<file path="src/rtl/apb_slave_regs_pkg.sv">
// apb_slave_regs_pkg: shared APB widths, FSM state encoding and wait-counter width
package apb_slave_regs_pkg;
  localparam int APB_ADDR_WIDTH = 32;
  localparam int APB_DATA_WIDTH = 32;
  localparam int APB_WAIT_CNT_WIDTH = 4;
  typedef enum logic [1:0] {
    APB_S_IDLE   = 2'd0,
    APB_S_SETUP  = 2'd1,
    APB_S_ACCESS = 2'd2
  } apb_state_e;
endpackage

</file>
<file path="src/rtl/apb_slave_fsm.sv">
// apb_slave_fsm: APB transfer phase tracking, wait-state counting and pready generation
module apb_slave_fsm import apb_slave_regs_pkg::*; #(
  parameter int WAIT_STATES = 1
) (
  input  logic                          hclk,
  input  logic                          hreset,
  input  logic                          psel,
  input  logic                          penable,
  output apb_state_e                    state,
  output logic [APB_WAIT_CNT_WIDTH-1:0] cnt,
  output logic                          pready,
  output logic                          access_done,
  output logic                          violation
);
  localparam logic [APB_WAIT_CNT_WIDTH-1:0] WS = APB_WAIT_CNT_WIDTH'(WAIT_STATES);
  apb_state_e state_q, state_d;
  logic [APB_WAIT_CNT_WIDTH-1:0] cnt_q, cnt_d;
  // state_q holds the phase expected for the current cycle; the bus decides SETUP/abort live
  always_comb begin
    violation = psel & penable & (state_q == APB_S_IDLE);
    state = !psel ? APB_S_IDLE : !penable ? APB_S_SETUP : violation ? APB_S_IDLE : APB_S_ACCESS;
    access_done = (state == APB_S_ACCESS) & (cnt_q == WS);
    pready = access_done | violation;
    state_d = (state == APB_S_SETUP || (state == APB_S_ACCESS && !access_done)) ? APB_S_ACCESS : APB_S_IDLE;
    cnt_d = (state != APB_S_ACCESS) ? '0 : (cnt_q != WS) ? cnt_q + 1'b1 : cnt_q;
  end
  always_ff @(posedge hclk) begin
    if (hreset) begin
      state_q <= APB_S_IDLE;
      cnt_q <= '0;
    end else begin
      state_q <= state_d;
      cnt_q <= cnt_d;
    end
  end
  assign cnt = cnt_q;
endmodule

</file>
<file path="src/rtl/apb_slave_regs.sv">
// apb_slave_regs: APB completer with byte-strobed RW register file and read-only ID register
module apb_slave_regs import apb_slave_regs_pkg::*; #(
  parameter int ADDR_WIDTH = APB_ADDR_WIDTH,
  parameter int DATA_WIDTH = APB_DATA_WIDTH,
  parameter int NUM_REGS = 8,
  parameter int WAIT_STATES = 1,
  parameter logic [DATA_WIDTH-1:0] ID_VALUE = 32'hA5B0_0001
) (
  input  logic                           hclk,
  input  logic                           hreset,
  input  logic                           psel,
  input  logic                           penable,
  input  logic [ADDR_WIDTH-1:0]          paddr,
  input  logic                           pwrite,
  input  logic [DATA_WIDTH-1:0]          pwdata,
  input  logic [DATA_WIDTH/8-1:0]        pstrb,
  output logic [DATA_WIDTH-1:0]          prdata,
  output logic                           pready,
  output logic                           pslverr,
  output logic [NUM_REGS*DATA_WIDTH-1:0] reg_q
);
  localparam int IDX_W = $clog2(NUM_REGS);
  localparam int NB = DATA_WIDTH / 8;
  logic [DATA_WIDTH-1:0] regs_q [NUM_REGS-1];
  logic [DATA_WIDTH-1:0] view [NUM_REGS];
  logic [IDX_W-1:0] idx;
  logic err, we, access_done, violation;
  apb_state_e state;
  logic [APB_WAIT_CNT_WIDTH-1:0] cnt;
  apb_slave_fsm #(.WAIT_STATES(WAIT_STATES)) u_fsm (
    .hclk(hclk), .hreset(hreset), .psel(psel), .penable(penable), .state(state),
    .cnt(cnt), .pready(pready), .access_done(access_done), .violation(violation)
  );
  assign idx = paddr[IDX_W+1:2];
  // a setup-less access is reported as an error so it can never write or return data
  assign err = (|paddr[1:0]) | (|paddr[ADDR_WIDTH-1:IDX_W+2])
             | (pwrite & (idx == IDX_W'(NUM_REGS-1))) | violation;
  assign we = access_done & pwrite & ~err;
  assign pslverr = pready & err;
  assign prdata = (pready & ~pwrite & ~err) ? view[idx] : '0;
  always_comb begin
    for (int i = 0; i < NUM_REGS-1; i++) view[i] = regs_q[i];
    view[NUM_REGS-1] = ID_VALUE;
  end
  for (genvar i = 0; i < NUM_REGS; i++) begin : g_flat
    assign reg_q[i*DATA_WIDTH +: DATA_WIDTH] = view[i];
  end
  always_ff @(posedge hclk) begin
    if (hreset) begin
      for (int i = 0; i < NUM_REGS-1; i++) regs_q[i] <= '0;
    end else if (we) begin
      for (int i = 0; i < NUM_REGS-1; i++)
        for (int b = 0; b < NB; b++)
          if (idx == IDX_W'(i) && pstrb[b]) regs_q[i][8*b +: 8] <= pwdata[8*b +: 8];
    end
  end
  assert property (@(posedge hclk) disable iff (hreset) access_done |-> cnt == APB_WAIT_CNT_WIDTH'(WAIT_STATES));
  assert property (@(posedge hclk) disable iff (hreset) pready |-> (state == APB_S_ACCESS) || violation);
endmodule
</file>
<file path="config.mk">
export PLATFORM = sky130hd
export DESIGN_NAME = apb_slave_regs
export DESIGN_NICKNAME = d
export VERILOG_FILES = /design/src/rtl/apb_slave_regs_pkg.sv /design/src/rtl/apb_slave_fsm.sv /design/src/rtl/apb_slave_regs.sv
export SDC_FILE = /design/constraint.sdc
export NUM_CORES = 1
export LEC_CHECK = 0
export CAP_MARGIN = 20
export CORE_ASPECT_RATIO = 0.75
export CORE_UTILIZATION = 35
export CTS_BUF_LIST = sky130_fd_sc_hd__clkbuf_4 sky130_fd_sc_hd__clkbuf_8
export CTS_CLUSTER_DIAMETER = 60
export DETAILED_ROUTE_END_ITERATION = 10
export DONT_BUFFER_PORTS = 1
export HOLD_SLACK_MARGIN = 0.1
export MAX_ROUTING_LAYER = met4
export PLACE_DENSITY = 0.47
export SLEW_MARGIN = 20
export SYNTH_ARGS = -nofsm -noshare
export SYNTH_HDL_FRONTEND = slang
export SYNTH_HIERARCHICAL = 1
export SYNTH_SLANG_ARGS = --single-unit
</file>
<file path="constraint.sdc">
create_clock -name hclk -period 3.6 [get_ports hclk]
set_input_delay 0.72 -clock hclk [delete_from_list [all_inputs] [get_ports hclk]]
set_output_delay 0.72 -clock hclk [all_outputs]
set_load 0.01 [all_outputs]
</file>
# Yosys cells after proc, flatten, opt, wreduce, memory -nomap -nowiden
# Memories as Yosys holds them, arrays and structs flattened.
# Cells that the tools add are included.
op_classes:
  n_lt_le_gt_ge: 1
  n_bitwise: 44
  shift: 0
  muxes: 150
  n_reduce_logical: 36
  n_eq_ne: 12
  multipliers: 0
  n_addsub: 1
  n_div: 0
ops:
  columns: ["op", "n"]
  rows:
  - ["$mux W8", 28]
  - ["$mux W1", 114]
  - ["$bmux W32 S3", 1]
  - ["$mux W32", 3]
  - ["$or A1 B1 Y1", 32]
  - ["$logic_and A1 B1 Y1", 29]
  - ["$reduce_or A27 Y1", 1]
  - ["$eq A3 B3 Y1 const B", 4]
  - ["$and A1 B1 Y1", 9]
  - ["$mux W2", 4]
  - ["$eq A3 B2 Y1 const B", 2]
  - ["$add A4 B1 Y4 const B", 1]
  - ["$eq A4 B1 Y1 const B", 1]
  - ["$ge A4 B4 Y1 const B", 1]
  - ["$ne A4 B1 Y1 const B", 1]
  - ["$not A3 Y4", 1]
  - ["$reduce_or A2 Y1", 2]
  - ["$eq A3 B1 Y1 const B", 1]
  - ["$logic_not A3 Y1", 1]
  - ["$eq A2 B1 Y1 const B", 1]
  - ["$eq A2 B2 Y1 const B", 1]
  - ["$logic_not A2 Y1", 1]
  - ["$ne A2 B2 Y1 const B", 1]
  - ["$not A1 Y1", 2]
  - ["other kinds (2)", 2]
totals:
  latch_bits: 0
  mem_bits_ro: 0
  n_memories: 1
  ramBits: 224
  regBits: 6
mem_list:
  columns: ["memory", "depth", "word_bits", "rd", "rd_clocked_by_memory_dff", "write_ports", "line_no", "rtl"]
  rows:
  - ["regs_q", 7, 32, 7, 0, 7, "apb_slave_regs.sv:24", "logic [DATA_WIDTH-1:0] regs_q [NUM_REGS-1];"]

# Longest topological paths before layout
depth:
  word_depth: 13
  ltp_mapped: 10
  mapped_depth_nobuf: 8

# Modules after synthesis
# The synthesis kept the hierarchy.
by_module_without_submodules:
  columns: ["module", "area_each_um2", "cells_each", "instances"]
  rows:
  - ["apb_slave_regs", 10664.0, 844, 1]
  - ["apb_slave_fsm", 256.5, 30, 1]

# Least setup slack after synthesis
# OpenSTA, ideal clock, no wires.
synth_timing:
  path_type: "input-to-output"
  startpoint: "input port paddr[7]"
  endpoint: "output port prdata[10]"
  arrival_ns: 2.391
  path_buffers: 2
  path_stages: 6
  setup_slack_ns: 0.489
  path_cell_list: "or4_1 > clkbuf_1 > nor3_2 > nand4_1 > clkbuf_1 > a211oi_1"
synth_between:
  elab_chain_cells: 7
synth_lines:
  columns: ["element", "line_no", "rtl"]
  rows:
  - ["start, declared", "apb_slave_regs.sv:13", "input logic [ADDR_WIDTH-1:0] paddr,"]
  - ["$reduce_or A27 Y1", "apb_slave_regs.sv:36", "assign err = (|paddr[1:0]) | (|paddr[ADDR_WIDTH-1:IDX_W+2])"]
  - ["$or A1 B1 Y1", "apb_slave_regs.sv:36", null]
  - ["$or A1 B1 Y1 (2 in a row)", "apb_slave_regs.sv:37", "| (pwrite & (idx == IDX_W'(NUM_REGS-1))) | violation;"]
  - ["$not A1 Y1", "apb_slave_regs.sv:40", "assign prdata = (pready & ~pwrite & ~err) ? view[idx] : '0;"]
  - ["$and A1 B1 Y1", "apb_slave_regs.sv:40", null]
  - ["$mux W32", "apb_slave_regs.sv:40", null]
  - ["end, declared", "apb_slave_regs.sv:17", "output logic [DATA_WIDTH-1:0] prdata,"]
# Every way passes these cells.

# Worst setup path in the final report
layout_timing:
  startpoint: "register u_fsm.cnt_q[1], in the netlist u_fsm/cnt[1]"
  endpoint: "output port prdata[12]"
layout_between:
  elab_chain_cells: 6
layout_lines:
  columns: ["element", "line_no", "rtl"]
  rows:
  - ["start, declared", "apb_slave_fsm.sv:17", "logic [APB_WAIT_CNT_WIDTH-1:0] cnt_q, cnt_d;"]
  - ["start signal, assigned", "apb_slave_fsm.sv:33", "cnt_q <= cnt_d;"]
  - ["$eq A4 B1 Y1", "apb_slave_fsm.sv:22", "access_done = (state == APB_S_ACCESS) & (cnt_q == WS);"]
  - ["$and A1 B1 Y1", "apb_slave_fsm.sv:22", null]
  - ["$or A1 B1 Y1", "apb_slave_fsm.sv:23", "pready = access_done | violation;"]
  - ["$and A1 B1 Y1 (2 in a row)", "apb_slave_regs.sv:40", null]
  - ["$mux W32", "apb_slave_regs.sv:40", null]
# Every way passes these cells.

==> metrics.md <==
| Metric | Value |
|---|---|
| Setup ws final | 219 ps |
| Total Wirelength | 36,700 um |
| CP Data Arrival Time | 2660 ps |
| Highest routed layer | met4 |
| Core Util, Final | 40.9% |
| Synth Area per Inst | 12.5 sq um |
| Critical Path End Type | output port |
| Final Critical Period | 3380 ps |
| CTS Root Cell | clkbuf_8 |
| Mapped cell area | 10,900 sq um |
| Final TNS setup | 0 ps |
| Final Hold Viols | 0 |
| FF-to-FF setup slack | 650 ps |
| Cells after Synth | 872 |
| WP buf/inv | 4 |
| Worst VDD drop | 0.226 mV |
| Placed insts | 1,280 |
| Clock latency on the worst-skew pair | 540 ps |
| Critical path class | register to output port |
| Core box area | 30,400 sq um |
| Met2 wire len | 16,700 um |
| Metal3 WL | 3010 um |
| Routability congestion estimate | 0.760 |
| H-Tree Level Count | 2 |
| DIE AREA | 31,900 sq um |
| Multi-input gate area | 3610 sq um |
| Io pins | 363 |
| Post-DP HPWL | 24,800 um |
| CP peak stage delay | 420 ps |
| Final net count | 999 |
| Pre-antenna DRT Iters | 4 |
| Worst path cell trace | inv_1, ha_1, or3b_4, a21oi_2, nor2b_1, nand4_1, buf_4, buf_12, a211oi_1, buf_4 |
| Count of input and output buffers | 0 |
| PwrDens | 481 nW/um^2 |
| Layout Cells excl Fill | 1,350 |
| Initial drt markers | 438 |
| Slew @ Worst Pin | 753 ps |
| CP required | 2880 ps |
| GRT Residual Overflow | 0 |
| Max_slew headroom | 49.6% |
| Critical Path Fanout Max | 9 |
| Leakage | 4.50 nW |
| Fillcell total | 2,920 |
| Clock buffer depth | 3 |
| Placement Rows | 55 |
| First-pass GRT wire length | 51,000 um |
| Period utilization | 93.9% |
| Storage cell area | 6830 sq um |
| Met1 wire length | 16,600 um |
| Critical path's top delay family | simple AND/OR/NAND/NOR gates |
| Largest net degree at the start of global routing | 74 |
| Total GRT Usage | 23.0% |
| Clock transition at the registers of the reported paths | 60 ps |
| Final hold slack | 306 ps |
| DRC | 0 |
| Layout cells sized above 1 | 20.4% |
| Synthesis Warnings | 6 |
| Vias in the first global route | 7,239 |
| Routed vias/inst | 5.45 |
| MaxCap Viol Count | 0 |
| Startpoint types | register |
| Fmax | 296 MHz |
| Clock sinks | 229 |
| Antenna diode count | 0 |
| Setup WS pre-CTS | 281 ps |
| Worst min-delay path class | input pin to register |
| Status | complete, no violations |
| CTS buffer count | 39 |
| Starting Density | 35.9% |
| DR vias | 7,361 |
| Most frequent CP cell | buf_4 |
| Setup violators final | 0 |
| # hold bufs at CTS | 0 |
| Clk_skew | 27.7 ps |
| Die H | 155 um |
| Final Max Slew Viols | 0 |
| ANT nets after route | 0 |
| TritonCTS clock tree | yes |
| WL/cell | 27.2 um |
| Initial antenna violation count | 0 |
| Crit path max-delay cell type | or3b_4 |
| Layout area overhead | 14.0% |
| Die W | 206 um |
[registers in the layout, summed over array words and instances (netlist names)]
name           cells
regs_q           224
u_fsm/cnt          4
u_fsm/state_q      1
[worst reg2reg max path, stage by stage (launching register included)]
cell and delay, ps:
dfxtp_1 330, inv_1 70, ha_1 130, or3b_4 420, nor2_1 130, buf_4 180, nand3_1 140, nor4_4 450
nand4_2 350, nand2b_1 430
[report_power, final]
| part | total (mW) | switching [mW] | internal, mW |
|---|---|---|---|
| sequential | 3.17 | 0.141 | 3.03 |
| clock | 2.49 | 1.07 | 1.42 |
| combinational | 0.319 | 0.194 | 0.125 |
| total | 5.98 | 1.41 | 4.57 |
[final timing paths]
check	depth (start not counted)	to	startpoint
min reg2reg	2	u_fsm/cnt[3]	u_fsm/cnt[3]
max	10	prdata[12]	u_fsm/cnt[1]
max reg2reg	9	regs_q[3][3]	u_fsm/cnt[1]
min	1	u_fsm/state_q[1]	hreset
[cell type report]
type / instances / share of cell area (%)
sequential: 229 / 54.9
inverter: 34 / 1.03
clock inverter: 13 / 1.16
multi-input combinational: 550 / 29.0
tap: 399 / 4.01
timing repair buffer: 70 / 4.50
clock buffer: 55 / 5.38
[stage by stage]
stage | power (mW) | area (sq um)
6_report | 5.98 | 12400
5_1_grt | 6.18 | 12400
4_1_cts | 6.05 | 12400
3_5_place_dp | 3.55 | 11600
3_3_place_gp | 3.55 | 11600
2_1_floorplan | 3.48 | 11000
[placed cells by master, fill, tap and decap left out, types with 32 or more instances in the layout]
cell type  count
edfxtp_1     224
nor2_1       176
nor3_1        73
buf_4         67
nand2b_1      52
clkbuf_8      41
inv_1         34
a21oi_1       32
mux4_2        32
conb_1        32
[timing repair]
action	in CTS	in global routing
cloned	0	1
setup buffers	0	1
hold endpoints to repair	0	0
pin swaps	0	1
setup endpoints to repair	1	30
resized for setup	1	6
[metal layers]
| layer | GRT usage, % | up-vias |
|---|---|---|
| li1 | - | 3254 |
| met1 | 31.4 | 3780 |
| met2 | 33.8 | 288 |
| met3 | 6.66 | 39 |
| met4 | 4.94 | 0 |
| met5 | - | - |
(Power assumes the default switching activity.)
